[config.mk]
export PLATFORM = sky130hd
export DESIGN_NAME = vrc7_opll_wr_sched
export DESIGN_NICKNAME = d
export VERILOG_FILES = /design/src/rtl/vrc7_opll_pkg.sv /design/src/rtl/sync_fifo_sc.sv /design/src/rtl/vrc7_opll_wr_sched.sv
export SDC_FILE = /design/constraint.sdc
export NUM_CORES = 1
export LEC_CHECK = 0
export CORE_ASPECT_RATIO = 1.75
export CORE_MARGIN = 5
export CORE_UTILIZATION = 45
export CTS_CLUSTER_SIZE = 25
export DETAILED_ROUTE_END_ITERATION = 12
export GPL_ROUTABILITY_DRIVEN = 0
export PLACE_DENSITY_LB_ADDON = 0.3
export SYNTH_ARGS = -nofsm -noshare
export SYNTH_HDL_FRONTEND = slang
export SYNTH_SLANG_ARGS = --single-unit
[constraint.sdc]
create_clock -name clk -period 5.1 [get_ports clk]
set_clock_uncertainty 0.05 [all_clocks]
set_input_delay 1.02 -clock clk [delete_from_list [all_inputs] [get_ports clk]]
set_output_delay 1.02 -clock clk [all_outputs]
set_load 0.05 [all_outputs]
[src/rtl/vrc7_opll_pkg.sv]
// Shared types and constants for the VRC7 OPLL register-write scheduler.
package vrc7_opll_pkg;

    // OPLL register address width used by the queued write record.
    localparam int unsigned OPLL_AW = 6;

    // CPU-side port addresses decoded upstream into wr_addr / wr_data strobes.
    localparam logic [15:0] PORT_ADDR = 16'h9010;
    localparam logic [15:0] PORT_DATA = 16'h9030;

    // One queued register write.
    typedef struct packed {
        logic [OPLL_AW-1:0] addr;
        logic [7:0]         dat;
    } opll_wr_t;

    typedef enum logic [1:0] {
        StIdle,
        StIssue,
        StHold
    } wr_state_e;

    // Implemented OPLL registers: $00-$07, $10-$15, $20-$25, $30-$35.
    function automatic logic addr_valid(input logic [OPLL_AW-1:0] a);
        if (a[5:3] == 3'b000) begin
            return 1'b1;
        end
        return (a[5:4] != 2'b00) && (a[3:0] <= 4'd5);
    endfunction

endpackage

[src/rtl/sync_fifo_sc.sv]
// Single-clock circular FIFO; pushes while full and pops while empty are ignored.
module sync_fifo_sc #(
    parameter int unsigned Width = 8,
    parameter int unsigned Depth = 8
) (
    input  logic                     clk,
    input  logic                     rst,
    input  logic                     push,
    input  logic                     pop,
    input  logic [Width-1:0]         wdata,
    output logic [Width-1:0]         rdata,
    output logic                     full,
    output logic                     empty,
    output logic [$clog2(Depth):0]   level
);

    localparam int unsigned PtrW = $clog2(Depth);

    logic [Width-1:0] mem_q [Depth];
    logic [PtrW-1:0]  wptr_q;
    logic [PtrW-1:0]  rptr_q;
    logic [PtrW:0]    level_q;
    logic             do_push;
    logic             do_pop;

    // Full/empty are judged on the pre-edge level, so a push into a full
    // queue is dropped even when a pop frees a slot on the same edge.
    assign full    = (level_q == (PtrW + 1)'(Depth));
    assign empty   = (level_q == '0);
    assign level   = level_q;
    assign rdata   = mem_q[rptr_q];
    assign do_push = push && !full;
    assign do_pop  = pop && !empty;

    // Storage array; no reset needed since level gates every read.
    always_ff @(posedge clk) begin
        if (do_push) begin
            mem_q[wptr_q] <= wdata;
        end
    end

    // Pointers wrap naturally because Depth is a power of two.
    always_ff @(posedge clk) begin
        if (rst) begin
            wptr_q  <= '0;
            rptr_q  <= '0;
            level_q <= '0;
        end else begin
            if (do_push) begin
                wptr_q <= wptr_q + 1'b1;
            end
            if (do_pop) begin
                rptr_q <= rptr_q + 1'b1;
            end
            if (do_push && !do_pop) begin
                level_q <= level_q + 1'b1;
            end else if (do_pop && !do_push) begin
                level_q <= level_q - 1'b1;
            end
        end
    end

endmodule

[src/rtl/vrc7_opll_wr_sched.sv]
// VRC7 OPLL write scheduler: latches the address port, queues {addr, data}
// pairs and issues them to the FM core on free slots with a minimum gap.
// Optional build macro VRC7_OPLL_OVF_CNT_EN adds full-FIFO drop counting.
module vrc7_opll_wr_sched
    import vrc7_opll_pkg::*;
#(
    parameter int unsigned FIFO_DEPTH = 8,
    parameter int unsigned WAIT_CYC   = 6,
    parameter int unsigned AW         = 6
) (
    input  logic                        clk,
    input  logic                        rst,
    input  logic                        wr_addr,
    input  logic                        wr_data,
    input  logic [7:0]                  cpu_data,
    input  logic                        slot_free,
    output logic                        reg_we,
    output logic [AW-1:0]               reg_addr,
    output logic [7:0]                  reg_dat,
    output logic [$clog2(FIFO_DEPTH):0] q_level,
    output logic                        busy
`ifdef VRC7_OPLL_OVF_CNT_EN
    ,
    output logic [7:0]                  ovf_cnt,
    output logic                        ovf_flag
`endif
);

    localparam logic [7:0] HOLD_INIT = 8'(WAIT_CYC - 1);

    logic [AW-1:0] latch_q;
    wr_state_e     state_q, state_d;
    logic [7:0]    cnt_q, cnt_d;
    logic [AW-1:0] reg_addr_q;
    logic [7:0]    reg_dat_q;
    opll_wr_t      push_wr;
    opll_wr_t      head;
    logic          push_req;
    logic          pop;
    logic          fifo_full;
    logic          fifo_empty;

    // Push uses the pre-edge latch, so a same-cycle address write only
    // affects later data writes.
    assign push_wr.addr = latch_q;
    assign push_wr.dat  = cpu_data;
    assign push_req     = wr_data && addr_valid(latch_q);

    sync_fifo_sc #(
        .Width ($bits(opll_wr_t)),
        .Depth (FIFO_DEPTH)
    ) u_fifo (
        .clk   (clk),
        .rst   (rst),
        .push  (push_req),
        .pop   (pop),
        .wdata (push_wr),
        .rdata (head),
        .full  (fifo_full),
        .empty (fifo_empty),
        .level (q_level)
    );

    // Address latch; upper cpu_data bits are discarded.
    always_ff @(posedge clk) begin
        if (rst) begin
            latch_q <= '0;
        end else if (wr_addr) begin
            latch_q <= cpu_data[AW-1:0];
        end
    end

    // Issue FSM next-state and pop decision.
    always_comb begin
        state_d = state_q;
        cnt_d   = cnt_q;
        pop     = 1'b0;
        unique case (state_q)
            StIdle: begin
                if (!fifo_empty && slot_free) begin
                    pop     = 1'b1;
                    state_d = StIssue;
                end
            end
            StIssue: begin
                state_d = StHold;
                cnt_d   = HOLD_INIT;
            end
            StHold: begin
                if (cnt_q == 8'd0) begin
                    state_d = StIdle;
                end else begin
                    cnt_d = cnt_q - 8'd1;
                end
            end
            default: state_d = StIdle;
        endcase
    end

    // FSM state, hold counter and the registered write presented to the core.
    always_ff @(posedge clk) begin
        if (rst) begin
            state_q    <= StIdle;
            cnt_q      <= 8'd0;
            reg_addr_q <= '0;
            reg_dat_q  <= 8'd0;
        end else begin
            state_q <= state_d;
            cnt_q   <= cnt_d;
            if (pop) begin
                reg_addr_q <= head.addr;
                reg_dat_q  <= head.dat;
            end
        end
    end

    assign reg_we   = (state_q == StIssue);
    assign reg_addr = reg_addr_q;
    assign reg_dat  = reg_dat_q;
    assign busy     = (q_level != '0) || (state_q != StIdle);

`ifdef VRC7_OPLL_OVF_CNT_EN
    logic [7:0] ovf_cnt_q;
    logic       ovf_flag_q;

    // Count valid-address pushes lost to a full queue; saturate at 255.
    always_ff @(posedge clk) begin
        if (rst) begin
            ovf_cnt_q  <= 8'd0;
            ovf_flag_q <= 1'b0;
        end else if (push_req && fifo_full) begin
            ovf_flag_q <= 1'b1;
            if (ovf_cnt_q != 8'hFF) begin
                ovf_cnt_q <= ovf_cnt_q + 8'd1;
            end
        end
    end

    assign ovf_cnt  = ovf_cnt_q;
    assign ovf_flag = ovf_flag_q;
`endif

endmodule

==> impl_metrics.tcl, run 1 <==
set metrics [dict create \
    setup_violations 0 \
    detailedPlace.worstSlack_ns 1.17 \
    hpwl_um 7360 \
    synth_area_leader_cell "edfxtp_1" \
    switching_power_mw 1.26 \
    setup_ws_ns 1.56 \
    hold_start "cnt_q[3]$_SDFFE_PP0P_" \
    finalCritPeriodShare_pct 69.4 \
    rsz0062_at_grt "no" \
    synthToLayoutAreaGrowth_pct 18.4 \
    synth_cells 369 \
    antenna_found_initial 0 \
    yosysWarnings 0 \
    io_pins 33 \
    tightest_slew_ns 1.09 \
    total_leakage_power_nw 2.34 \
    cp_top_family "buffers and inverters" \
    maxSlewViolCount 0 \
    drv_cap 0 \
    synth_top_family_by_area "multiplexers" \
    end_kind "flop" \
    final_nets 433 \
    core-area_um2 12900 \
    ys_top_cells_by_area "edfxtp_1 57%, dfxtp_1 14%, mux4_2 11%" \
    relSlewSlack_pct 27.3 \
    synth_seq_cells 152 \
    fillCellCount 1086 \
    cp-startpoint "slot_free" \
    cts_tree "built" \
    synth-compound-area-share_pct 5.75 \
    irDropWorstVdd_mv 0.220 \
    htreeDepth 4 \
    antennaDiodeCount 0 \
    status "finished clean" \
    synthesis.area_um2 5920 \
    clk_pin_slew_worst_paths_ns 0.06 \
    synthAdderAreaFrac_pct 1.82 \
    wl_per_cell_um 19.9 \
    required_ns 5.34 \
    yosys.area_share.simple_pct 7.06 \
    multiInputGateArea_um2 1680 \
    yosysTopAreaCellShare_pct 56.8 \
    comb_power_share_pct 27.6 \
    start_kind "input pin" \
    ys.flop_type "edfxtp_1" \
    swShare_pct 33.2 \
    via_count 3267 \
    crit_chain "clkdlybuf4s50_1 > nor3b_1 > and2_1 > buf_4 > inv_1 > ha_1 > inv_1 > ha_1 > a21oi_1 > a211oi_1 > a31oi_1 > mux2_2" \
    ant_nets 0 \
    p_int_mw 2.54 \
    worst_ep_arrival_time_ns 3.79 \
    min_period_ns 3.54 \
    grt_pass1_wl_um 19200 \
    first_global_vias 3430 \
    drive_gt1_share_pct 19.5 \
    crit_fanout 17 \
    synth.area.mux_share_pct 12.2 \
    drc 0 \
    initial_core_util_pct 45.8 \
    grt_max_degree 31 \
    ys_seq_area_share_pct 70.3 \
    clk_latency_ns 0.41 \
    chipHeight_um 162 \
    cts_setup_buffers 0 \
    syn_nets 390 \
    cts_root_buffer "clkbuf_16" \
    worst_path_max_delay_cell "clkdlybuf4s50_1" \
    grt_overflow 0 \
    dr.pass1.iters 4 \
    hp-class "flop to flop" \
    synth_xor_area_share_pct 1.04 \
    fmax_ghz 0.282 \
    synth_edf_count 112 \
    drtIter0Drc 205 \
    clkPwrFrac_pct 29.2 \
    die_x_um 96.7 \
    cts_buffers 17 \
    rows 55 \
    seq_power_share_pct 43.2 \
    slowest_delay_ns 0.46 \
    powerDensity_nw_per_um2 542 \
    async_flop_share_pct 0 \
    synth_cell_types 47 \
    clockBufferDepth 2 \
    cp.buffers_inverters 4 \
    die-area_um2 15600 \
    critPathKind "input pin to flop" \
    routed_via_density 5.48 \
    regToRegStartpoint "u_fifo.level[0]$_SDFFE_PP0P_" \
    cts.sinks 152 \
    wl_um 11900 \
    setup-tns-final_ns 0 \
    grt_use_total_pct 16.3 \
    seq_area_um2 4170 \
    cts_resized 0 \
    final-hold-violation-count 0 \
    portBuffers 32 \
    syn_avg_cell_area_um2 16.1 \
    hold_buffers 0 \
]
-- cells in the final DEF, fill, tap and decap left out, types with 3 or more instances in the layout --
cell type and n:
inv_1 9, edfxtp_1 112, mux4_2 28, clkbuf_16 17
nor2_1 41, nand2_1 5, a21oi_1 7, dfxtp_1 38
clkinv_2 4, nand3_1 8, mux2i_1 8, or3_1 4
buf_4 10, ha_1 7, clkinvlp_4 4, inv_6 4
a31oi_1 3, nand2b_1 4, nor3_2 4, o22ai_1 14
clkdlybuf4s50_1 32, o21ai_0 17, xnor2_1 6, nor2b_1 4
-- stage by stage --
| stage | cell area [µm²] | total power [mW] | hold WS, ns | instances | util, % |
|---|---|---|---|---|---|
| after floorplan | 5920 | 2.41 | 0.427 | 369 | - |
| final | 7010 | 3.80 | 0.468 | 596 | 54.2 |
| after global placement | 6480 | 2.71 | 0.447 | 564 | 50.1 |
| after global routing | 7010 | 4.01 | 0.486 | 596 | 54.2 |
| after CTS | 7010 | 3.85 | 0.472 | 596 | 54.2 |
| after detailed placement | 6480 | 2.74 | 0.464 | 564 | 50.1 |
-- synth_stat cells, drive strengths merged (2+ instances only) --
cell type,number
o22ai,14
nor3,6
xnor2,6
nor2,41
or3,4
a31oi,3
o311ai,2
nand3,8
mux2i,8
or2,2
nand2b,4
ha,7
o211ai,2
o21ai,17
mux4,28
edfxtp,112
clkbuf,10
and2,3
a21oi,8
buf,8
nor2b,4
dfxtp,40
inv,9
or4b,2
nand2,5
-- final cells by class --
cell class	count	share of cell area, %
timing repair buffer	42	5.64
inverter	9	0.482
tap	171	3.05
multi-input combinational	190	23.9
clock inverter	15	1.45
sequential	152	59.4
clock buffer	17	6.07
-- power by group through the flow --
stage	sequential [mW]	combinational, mW	clock [mW]
after global routing	1.68	1.14	1.19
after detailed placement	1.68	1.06	0
after floorplan	1.76	0.649	0
after CTS	1.66	1.06	1.13
final	1.64	1.05	1.11
after global placement	1.67	1.04	0
-- kinds of logic after synthesis --
kind of cell / count (synthesis)
AND/OR/NAND/NOR: 85
multiplexers: 37
buffers and inverters: 27
XOR/XNOR: 7
flip-flops: 152
adder cells (fa/ha/maj): 8
AO/OA/AOI/OAI: 53
-- routing by layer --
layer / global-route usage (%) / up-vias / wire length [µm]
met5: 0 / - / 0
met1: 18.0 / 1658 / 4410
met3: 4.00 / 12 / 487
met2: 30.2 / 80 / 6780
li1: - / 1517 / -
met4: 5.56 / 0 / 199
-- state kept, by name (all words and copies together), names as in the netlist --
register and flops:
u_fifo.mem_q 112, cnt_q 8, reg_dat 8, latch_q 6
reg_addr 6, u_fifo.level 4, u_fifo.rptr_q 3, u_fifo.wptr_q 3
state_q 2
-- worst reg2reg max path, delay by kind of cell (launching register included) --
family                   cells  cell delay [ns]
buffers and inverters        2             0.30
AO/OA/AOI/OAI                3             0.46
adder cells (fa/ha/maj)      2             0.51
flip-flops                   1             0.37
multiplexers                 1             0.34
AND/OR/NAND/NOR              2             0.96
-- worst paths after layout --
check             cells past startpoint                           end  slack [ns]
setup / recovery                     12  u_fifo.level[3]$_SDFFE_PP0P_        1.56
hold / removal                        2         cnt_q[3]$_SDFFE_PP0P_        0.47
setup reg to reg                     10  u_fifo.level[3]$_SDFFE_PP0P_        1.99
hold reg to reg                       2         cnt_q[3]$_SDFFE_PP0P_        0.47
Power figures use the tool's default switching activity.
==> run 2, diff against run 1 <==
==> constraint.sdc (replaced) <==
create_clock -name clk -period 3.71 [get_ports clk]
set_clock_uncertainty 0.05 [all_clocks]
set_input_delay 0.742 -clock clk [delete_from_list [all_inputs] [get_ports clk]]
set_output_delay 0.742 -clock clk [all_outputs]
set_load 0.05 [all_outputs]
==> run 2 against run 1 <==
  * Sequential share of layout area down 1.1 points
  * Combinational power is 47% higher
  * Power up 46%
  * Die area unchanged
  * Clock power increased by 63%
  * Sequential cell count unchanged
  * Non-clock buffer count up 5
==> impl_metrics.tcl, run 2 (synthesized netlist as in run 1, its figures left out) <==
set metrics [dict create \
    cts.sinks 152 \
    power_mw 5.56 \
    worst_ep_arrival_time_ns 3.36 \
    initial_core_util_pct 45.8 \
    status "finished clean" \
    maxSlewViolCount 0 \
    drv_cap 0 \
    cts_setup_buffers 0 \
    critPathKind "flop to flop" \
    r2r_setup_slack_ns 0.60 \
    core-area_um2 12900 \
    drc 0 \
    ant_nets 0 \
    crit_fanout 6 \
    portBuffers 32 \
    worst_path_max_delay_cell "or4b_2" \
    relSlewSlack_pct 45.8 \
    fmax_ghz 0.321 \
    drive_gt1_share_pct 20.2 \
    required_ns 3.96 \
    setup_violations 0 \
    regMostFlops "u_fifo.mem_q" \
    final_cell_mix "112 x edfxtp_1, 41 x nor2_1, 38 x dfxtp_1" \
    start_kind "flop" \
    grtUsageMet3_pct 4.25 \
    end_kind "flop" \
    cp.buffers_inverters 2 \
    layout_commonest_cell "edfxtp_1" \
    rows 55 \
    setup-tns-final_ns 0 \
    clk_latency_ns 0.42 \
    grt_max_degree 31 \
    finalCritPeriodShare_pct 83.9 \
    drtIter0Drc 227 \
    die-area_um2 15600 \
    fin_cells 601 \
    hold_buffers 0 \
    irDropWorstVdd_mv 0.431 \
    final-hold-violation-count 0 \
    wl_per_cell_um 20.0 \
    via_count 3321 \
    cts_resized 0 \
    place_inst 569 \
    crit_chain "or4b_2 > nand3_1 > inv_1 > ha_1 > inv_1 > ha_1 > a21oi_1 > a211oi_1 > a31oi_1 > mux2_2" \
    final_nets 438 \
    use_met2_pct 29.6 \
    cts_buffers 17 \
    largest_register_ff_count 112 \
    htreeDepth 4 \
    tightest_slew_ns 0.814 \
    min_period_ns 3.11 \
    powerDensity_nw_per_um2 778 \
    hpwl_um 7370 \
    synthToLayoutAreaGrowth_pct 20.7 \
    grt_pass1_wl_um 19300 \
    chipHeight_um 162 \
    rsz0062_at_grt "no" \
    routed_via_density 5.53 \
    gr-max-usage-layer "met2" \
    clockBufferDepth 2 \
    clk_pin_slew_worst_paths_ns 0.06 \
    cp_top_family "simple AND/OR/NAND/NOR gates" \
    dr.pass1.iters 5 \
    grt_use_total_pct 16.4 \
    hp-class "flop to flop" \
    total_leakage_power_nw 2.42 \
    cts_root_buffer "clkbuf_16" \
    io_pins 33 \
    cts_tree "built" \
    antennaDiodeCount 0 \
    antenna_found_initial 0 \
    first_global_vias 3466 \
    grtUsageMet1_pct 18.3 \
    die_x_um 96.7 \
    slowest_delay_ns 0.72 \
    grt_overflow 0 \
    wl_um 12000 \
]
[run 2: tightest hold or removal path, delay by kind of cell, from the launching register on]
family          cells  cell delay [ns]
flops               1             0.32
compound gates      2             0.14
[run 2: report_power, final]
part / internal [mW] / switching (mW)
sequential: 2.01 / 0.202
clock: 1.14 / 0.676
combinational: 0.653 / 0.887
[run 2: cell type report]
class	instances	area, µm²
Tap cell	171	214
Clock inverter	13	193
Clock buffer	19	433
Fill cell	1067	5790
Multi-Input combinational cell	190	1680
Inverter	9	33.8
Timing Repair Buffer	47	433
Sequential cell	152	4170
[run 2: worst paths after layout]
path	startpoint	endpoint	depth (start not counted)
worst max-delay path	u_fifo.level[0]$_SDFFE_PP0P_	u_fifo.level[3]$_SDFFE_PP0P_	10
worst min-delay path	cnt_q[1]$_SDFFE_PP0P_	cnt_q[1]$_SDFFE_PP0P_	2
worst max register to register	u_fifo.level[0]$_SDFFE_PP0P_	u_fifo.level[3]$_SDFFE_PP0P_	10
worst min register to register	cnt_q[1]$_SDFFE_PP0P_	cnt_q[1]$_SDFFE_PP0P_	2
[run 2: stage by stage]
| stage | utilization (%) | setup slack, ns | instance area, µm² | hold WS [ns] |
|---|---|---|---|---|
| after floorplan | - | 0.682 | 5920 | 0.427 |
| after detailed placement | 50.4 | 0.311 | 6520 | 0.452 |
| after global placement | 50.4 | 0.372 | 6520 | 0.439 |
| after global routing | 55.3 | 0.410 | 7150 | 0.480 |
| final | 55.3 | 0.598 | 7150 | 0.462 |
| after CTS | 55.3 | 0.555 | 7150 | 0.464 |
[run 2: routing by layer]
metal	vias to the layer above	part of all wire, %	wire length, µm
li1	1535	-	-
met1	1693	39	4700
met2	78	55	6630
met3	15	3.7	440
met4	0	1.9	223
met5	-	0	0
